`config.mk`:
```
export PLATFORM = sky130hd
export DESIGN_NAME = dev_bus_arbiter
export DESIGN_NICKNAME = d
export VERILOG_FILES = /design/src/rtl/dev_bus_arbiter_pkg.sv /design/src/rtl/dev_bus_arbiter_rr_pick.sv /design/src/rtl/dev_bus_arbiter.sv
export SDC_FILE = /design/constraint.sdc
export NUM_CORES = 1
export LEC_CHECK = 0
export ABC_AREA = 1
export CAP_MARGIN = 20
export CORE_AREA = 3 3 124 126
export DETAILED_ROUTE_END_ITERATION = 8
export DIE_AREA = 0 0 127 129
export MAX_ROUTING_LAYER = met4
export PLACE_DENSITY = 0.76
export RECOVER_POWER = 25
export SLEW_MARGIN = 10
export SYNTH_ARGS = -nofsm -noshare
export SYNTH_HDL_FRONTEND = slang
export SYNTH_SLANG_ARGS = --single-unit
```
`constraint.sdc`:
```
create_clock -name clk -period 1.3 [get_ports clk]
set_input_delay 0.195 -clock clk [delete_from_list [all_inputs] [get_ports clk]]
set_output_delay 0.195 -clock clk [all_outputs]
set_load 0.02 [all_outputs]
```
`src/rtl/dev_bus_arbiter_pkg.sv`:
```
// Shared types for the device bus arbiter: FSM state encoding and master indices.
package dev_bus_arbiter_pkg;

  typedef enum logic [1:0] {
    IDLE = 2'd0,
    BUSY = 2'd1,
    DONE = 2'd2
  } state_t;

  localparam int M_CPU = 0;
  localparam int M_DMA = 1;

endpackage

```
`src/rtl/dev_bus_arbiter_rr_pick.sv`:
```
// Two-input round-robin chooser: on a tie, the master that did not own the bus last wins.
module dev_bus_arbiter_rr_pick (
  input  logic [1:0] req,
  input  logic       last_owner,
  output logic       owner,
  output logic       valid
);

  always_comb begin
    valid = |req;
    if (req == 2'b11) owner = ~last_owner;
    else              owner = req[1];
  end

endmodule

```
`src/rtl/dev_bus_arbiter.sv`:
```
// Two-master device bus arbiter with round-robin grant and one-transfer-at-a-time FSM.
// Optional watchdog on BUSY is enabled by defining ARB_TIMEOUT_EN.
//
// state | meaning
// IDLE  | waiting for a request; latches owner and its transfer on grant
// BUSY  | bus driven for owner until bus_ready (or watchdog expiry)
// DONE  | one-cycle completion pulse to owner
module dev_bus_arbiter
  import dev_bus_arbiter_pkg::*;
#(
  parameter int ADDR_W  = 32,
  parameter int DATA_W  = 32,
  parameter int TIMEOUT = 15
) (
  input  logic                clk,
  input  logic                rst,
  input  logic [1:0]          m_req,
  input  logic [1:0]          m_we,
  input  logic [2*ADDR_W-1:0] m_addr,
  input  logic [2*DATA_W-1:0] m_wdata,
  output logic [1:0]          m_gnt,
  output logic [1:0]          m_done,
  output logic [1:0]          m_err,
  output logic [DATA_W-1:0]   m_rdata,
  output logic [ADDR_W-1:0]   bus_addr,
  output logic [DATA_W-1:0]   bus_wdata,
  output logic                bus_we,
  input  logic [DATA_W-1:0]   bus_rdata,
  input  logic                bus_ready
);

  state_t state, state_nxt;
  logic   owner_q, last_owner_q, we_q, err_q;
  logic   pick_owner, pick_valid;
  logic   expire;

  dev_bus_arbiter_rr_pick u_rr_pick (
    .req        (m_req),
    .last_owner (last_owner_q),
    .owner      (pick_owner),
    .valid      (pick_valid)
  );

`ifdef ARB_TIMEOUT_EN
  localparam int TW = $clog2(TIMEOUT + 1);
  logic [TW-1:0] timer;

  // Expiry is suppressed when ready arrives in the same cycle.
  assign expire = (state == BUSY) && !bus_ready && (timer == TW'(TIMEOUT - 1));

  always_ff @(posedge clk or negedge rst) begin
    if (!rst) begin
      timer <= '0;
      err_q <= 1'b0;
    end else begin
      if (state == IDLE)                  timer <= '0;
      else if (state == BUSY && !bus_ready) timer <= timer + TW'(1);
      if (expire)             err_q <= 1'b1;
      else if (state == DONE) err_q <= 1'b0;
    end
  end
`else
  localparam int unused_timeout = TIMEOUT;
  assign expire = 1'b0;
  assign err_q  = 1'b0;
`endif

  always_ff @(posedge clk or negedge rst) begin
    if (!rst) state <= IDLE;
    else      state <= state_nxt;
  end

  always_comb begin
    state_nxt = state;
    case (state)
      IDLE:    if (pick_valid) state_nxt = BUSY;
      BUSY:    if (bus_ready || expire) state_nxt = DONE;
      DONE:    state_nxt = IDLE;
      default: state_nxt = IDLE;
    endcase
  end

  always_ff @(posedge clk or negedge rst) begin
    if (!rst) begin
      owner_q      <= 1'b0;
      last_owner_q <= 1'b1;
      we_q         <= 1'b0;
      bus_addr     <= '0;
      bus_wdata    <= '0;
      m_rdata      <= '0;
    end else begin
      case (state)
        IDLE: if (pick_valid) begin
          owner_q   <= pick_owner;
          we_q      <= m_we[pick_owner];
          bus_addr  <= pick_owner ? m_addr[2*ADDR_W-1:ADDR_W]   : m_addr[ADDR_W-1:0];
          bus_wdata <= pick_owner ? m_wdata[2*DATA_W-1:DATA_W] : m_wdata[DATA_W-1:0];
        end
        BUSY: begin
          if (bus_ready) begin
            if (!we_q) m_rdata <= bus_rdata;
          end else if (expire) begin
            m_rdata <= '0;
          end
        end
        DONE: last_owner_q <= owner_q;
        default: ;
      endcase
    end
  end

  always_comb begin
    m_gnt  = 2'b00;
    m_done = 2'b00;
    m_err  = 2'b00;
    bus_we = 1'b0;
    if (state == BUSY) begin
      m_gnt[owner_q] = 1'b1;
      bus_we         = we_q;
    end
    if (state == DONE) begin
      m_done[owner_q] = 1'b1;
      m_err[owner_q]  = err_q;
    end
  end

endmodule

```
# Yosys cells after proc, flatten, opt, wreduce, memory -nomap -nowiden
# Index checks and enable logic that the tools add are counted.
[word_totals]
elab_cells = 36
input_bits = 167
register_bits = 101
[classes]
n_lt_le_gt_ge = 3
n_reduce_logical = 6
bitwise_logic = 2
muxes = 13
eq_ne = 5
[op_table]
columns = ["operator", "count"]
rows = [
  ["two-way mux 32 bit", 2],
  ["two-way mux 2 bit", 4],
  ["two-way mux 1 bit", 5],
  ["equality test 2 bit, second input constant", 2],
  ["less-than comparator 1 x 2 -> 1 bit, second input constant", 2],
  ["inequality test 2 bit, second input constant", 2],
  ["one-hot mux 2 bit (2 select lines)", 1],
  ["AND reduction 2 bit", 2],
  ["AND reduction 3 bit", 1],
  ["equality test 2 x 1 -> 1 bit, second input constant", 1],
  ["logical NOT 2 bit", 1],
  ["NOT 1 bit", 2],
  ["OR reduction 2 bit", 1],
  ["demux 1 bit (select 1 bit)", 1],
  [">= comparator 1 bit, second input constant", 1],
  ["logical AND 1 bit", 1],
]

# Longest topological paths before layout
# Gate-level depths: netlist of run 1.
[depth]
word_depth = 5
ltp_mapped = 7
mapped_depth_nobuf = 5

# Modules after synthesis
# From an unflattened synthesis of run 1, not the netlist that was laid out.
[hier_totals]
hier_cells = 656
area_unflattened_um2 = 4764.6
[by_module_without_submodules]
columns = ["mod", "cells_each", "seq_area_each_um2", "n_inst", "area_per_inst_um2"]
rows = [
  ["dev_bus_arbiter", 653, 2528.7, 1, 4749.6],
  ["dev_bus_arbiter_rr_pick", 3, 0.0, 1, 15.0],
]

# Worst setup path before layout of run 1
# Ideal clock, no wire load.
[synth_timing]
kind = "register -> register"
startpoint = "reg last_owner_q"
endpoint = "reg bus_wdata[23]"
required_time_ns = 1.182
path_stages_with_launch = 8
synth_period_minus_slack_ns = 1.272
setup_slack_ns = 0.028
path_buffers = 2
t_arrival_ns = 1.154
path_cell_list = "dfstp_2 > nand2_1 > nand2_1 > buf_2 > buf_2 > nand2_1 > nand3_1 > nand2_1"
[synth_between]
elab_chain_cells = 3
[synth_rtl]
columns = ["item", "line", "rtl"]
rows = [
  ["start: declaration", "dev_bus_arbiter.sv:33", "logic owner_q, last_owner_q, we_q, err_q;"],
  ["start signal: assignment", "dev_bus_arbiter.sv:106", "DONE: last_owner_q <= owner_q;"],
  ["NOT 1 bit", "dev_bus_arbiter_rr_pick.sv:11", "if (req == 2'b11) owner = ~last_owner;"],
  ["two-way mux 1 bit", "dev_bus_arbiter_rr_pick.sv:11", ""],
  ["two-way mux 32 bit", "dev_bus_arbiter.sv:97", "bus_wdata <= pick_owner ? m_wdata[2*DATA_W-1:DATA_W] : m_wdata[DATA_W-1:0];"],
  ["end signal: assignment", "dev_bus_arbiter.sv:97", ""],
  ["end: declaration", "dev_bus_arbiter.sv:26", "output logic [DATA_W-1:0] bus_wdata,"],
]
# No other way between the ends.
# A chain may end at the register's enable or synchronous reset.

# Worst setup path after layout of run 1
[layout_timing]
startpoint = "reg state[0]"
endpoint = "out bus_we"
[layout_between]
elab_chain_cells = 2
[layout_rtl]
columns = ["item", "line", "rtl"]
rows = [
  ["start: declaration", "dev_bus_arbiter.sv:32", "state_t state, state_nxt;"],
  ["start signal: assignment", "dev_bus_arbiter.sv:70", "else state <= state_nxt;"],
  ["equality test 2 x 1 -> 1 bit", "dev_bus_arbiter.sv:117", "if (state == BUSY) begin"],
  ["two-way mux 1 bit", "dev_bus_arbiter.sv:117", ""],
  ["end: declaration", "dev_bus_arbiter.sv:27", "output logic bus_we,"],
]
# No other way between the ends.

==> results by group, run 1 <==
Cells and area
  • Final net count: 1171
  • Final Core Density: 60.1%
  • Final non-filler cell area: 0.00868 sq mm
  • Most used cells in the layout excluding fill and tap cells: nand2_1, clkdlybuf4s50_1, nand3_1
  • Number of filler cells placed in the layout: 1280
  • ANT cells: 0
  • Most frequent standard cell in the layout excluding fill and tap cells: nand2_1
  • Fraction of layout cells with a size suffix above 1: 8.03%
  • Area overhead of the layout relative to synthesis: 68.4%

Clock network
  • CTS H-tree lvls: 3
  • Sinks on the clock net: 101
  • Clock tree from TritonCTS: yes
  • Clock latency on the worst-skew pair: 0.34 ns
  • Clock Path Buffers: 2
  • Clock tree root driver cell: clkbuf_16
  • Clock Pin Slew Worst Setup and Hold Paths: 0.06 ns
  • Number of buffers created by CTS: 9

Logic synthesis
  • Mapped cell area: 0.00515 sq mm
  • Ys Warns: 0
  • Netlist cell types: 13
  • Average cell area after synthesis: 7.09 sq um
  • Total of flip-flops plus latches after synthesis: 101
  • Syn Inst Count: 727
  • Fraction of the yosys area taken by sequential cells: 49.1%

Pwr
  • Switching power: 7.74 mW
  • Switching part of the total: 42.9%
  • PD cells: 2080 mW/mm^2
  • Leakage power: 4.80 nW
  • Clock share of power: 15.0%
  • Worst ir drop on vdd: 0.951 mV
  • Cell internal power dissipation: 10.3 mW
  • Combinational fraction of design power: 54.4%
  • Part of the total power dissipated in sequential elements: 30.6%

Route
  • DRT Pass-1 Iters: 5
  • DR vias/cell: 4.65
  • Via count of the routed design: 5551
  • Remaining antenna violation count: 0
  • Routed len/inst: 14.9 um
  • Number of remaining DRC errors: 0
  • Aggregate routed wire length: 17.8 mm
  • DR iter-0 viols: 298

Floorplanning
  • Floorplan die height: 129 um
  • Chip width: 127 um
  • Starting Density: 35.7%
  • Number of top-level pins: 270
  • Core footprint: 0.0144 sq mm
  • Cell Rows: 44
  • Die outline area: 0.0164 sq mm

Worst setup path
  • CP Capture Type: primary output
  • CP required: 1.11 ns
  • Setup crit start kind: flip-flop
  • Data arrival time of the critical path: 1.21 ns
  • Type of the worst setup path: flip-flop to primary output
  • Largest fanout on the critical path: 4

GRT
  • Wire length of the first global-routing pass: 27.2 mm
  • Maximum number of pins on one net before global-route repair: 45
  • Global routing usage summed across all routing layers: 21.6%
  • Vias in the first global route: 5414
  • GRT Residual Overflow: 0
  • Antenna violations before repair: 0

Placement
  • Routability congestion estimate: 0.830
  • Number of input and output port buffers inserted: 267
  • Area post-placement: 0.00823 sq mm
  • Detailed Place HPWL: 12.6 mm

Timing
  • Achievable clock frequency: 714 MHz
  • Max-Slew Margin vs Limit: 53.6%
  • Fin. Hold Viols: 0
  • Worst slew pin tran: 0.696 ns
  • Final Max Tran Viols: 0
  • Setup slack after layout: -0.100 ns
  • Worst-case clock skew: 0.00619 ns
  • Unrepaired setup endpoints after global routing: yes
  • Minimum clock period: 1.40 ns
  • Final period util: 108%
  • Final setup violation count: 78

Run
  • # Max-Cap Violations: 0

Outcome
  • Status: finished, violations left
  • Failing checks: negative setup slack

Worst hold path
  • Class of the worst hold path: input port to flip-flop
## metal layers
layer | vias up | wire, um | GRT usage (%)
met5 | - | 0 | -
met4 | 0 | 557 | 8.08
met3 | 49 | 1470 | 4.65
met2 | 269 | 8200 | 34.6
met1 | 2491 | 7570 | 26.9
li1 | 2742 | - | -
## layout make-up
class	instances	area (sq um)	area share, %
Timing Repair Buffer	311	3140	36.2
Clock inverter	3	45.0	0.519
Sequential cell	101	2530	29.1
Clock buffer	13	250	2.88
Inverter	136	513	5.91
Tap cell	184	230	2.65
Multi-Input combinational cell	445	1970	22.7
## critical path, cell delays in order (launching register included)
cell and delay, ns:
dfrtp_1 0.37, inv_2 0.08, nor2_4 0.14, inv_4 0.08, nor2_4 0.08, buf_6 0.12
## flip-flops by register name, indices dropped and copies added (netlist names)
signal	flops
bus_addr	32
bus_wdata	32
m_rdata	32
state	2
last_owner_q	1
owner_q	1
we_q	1
## cell families (layout without fill, tap and decap cells)
kind of cell	Yosys count	in the layout	share of synthesized area [%]
buf+inv	182	463	14.4
flops	101	101	49.1
compound gates	4	4	0.461
simple gates	439	439	36.0
other cells	1	2	0.0728
## synthesized netlist by cell type, drive strengths merged
library cell	number	area (sq um)
nor2	11	43.8
inv	136	510
dfstp	1	26.3
clkbuf	12	45.0
conb	1	3.75
nand3	162	811
buf	34	188
dfrtp	100	2500
nand2	266	998
o21ai	4	23.8
## worst paths after layout
path / cells past startpoint / start / slack (ns) / endpoint
min: 3 / m_req[1] / 0.30 / state[0]$_DFFE_PN0P_
max: 5 / state[0]$_DFFE_PN0P_ / -0.10 / bus_we
max reg2reg: 8 / state[1]$_DFFE_PN0P_ / -0.09 / bus_wdata[19]$_DFFE_PN0P_
min reg2reg: 2 / m_rdata[31]$_DFFE_PN0P_ / 0.47 / m_rdata[31]$_DFFE_PN0P_
max in group asynchronous: 3 / rst / 0.07 / last_owner_q$_DFFE_PN1N_
min in group asynchronous: 2 / rst / 0.45 / m_rdata[25]$_DFFE_PN0P_
## through the flow
step	std cells	total power, mW	TNS [ns]	setup WS [ns]	hold slack, ns
2_1_floorplan	728	10.4	0	0.0281	-0.101
3_3_place_gp	1166	15.4	-15.09	-0.228	0.140
3_5_place_dp	1166	15.5	-17.22	-0.250	0.142
4_1_cts	1188	17.7	-0.850	-0.118	0.272
5_1_grt	1193	19.3	-9.05	-0.161	0.334
6_report	1193	18.0	-2.68	-0.100	0.298
## power by group through the flow
stage	Combinational (mW)	Sequential [mW]	Clock, mW
after floorplan	3.11	7.31	0
after global placement	9.78	5.58	0
after detailed placement	9.94	5.60	0
after CTS	9.35	5.53	2.78
after global routing	10.7	5.71	2.91
final	9.82	5.52	2.70
## timing repair
action / in CTS / in global routing
setup buffers: 3 / 2
endpoints found under the hold margin: 21 / 0
gates resized for setup: 138 / 31
hold buffers: 1 / 0
pin swaps: 1 / 1
setup endpoints to repair: 154 / 110
gates cloned: 2 / 3
(Power assumes the default switching activity.)
==> run 2: changes to the inputs <==
--- a/config.mk
+++ b/config.mk
@@ -13,7 +13,7 @@
 export MAX_ROUTING_LAYER = met4
 export PLACE_DENSITY = 0.76
 export RECOVER_POWER = 25
-export SLEW_MARGIN = 10
+export SLEW_MARGIN = 20
 export SYNTH_ARGS = -nofsm -noshare
 export SYNTH_HDL_FRONTEND = slang
 export SYNTH_SLANG_ARGS = --single-unit
==> results of run 2 <==
The final DEF is identical to that of run 1; final timing and power are the same.
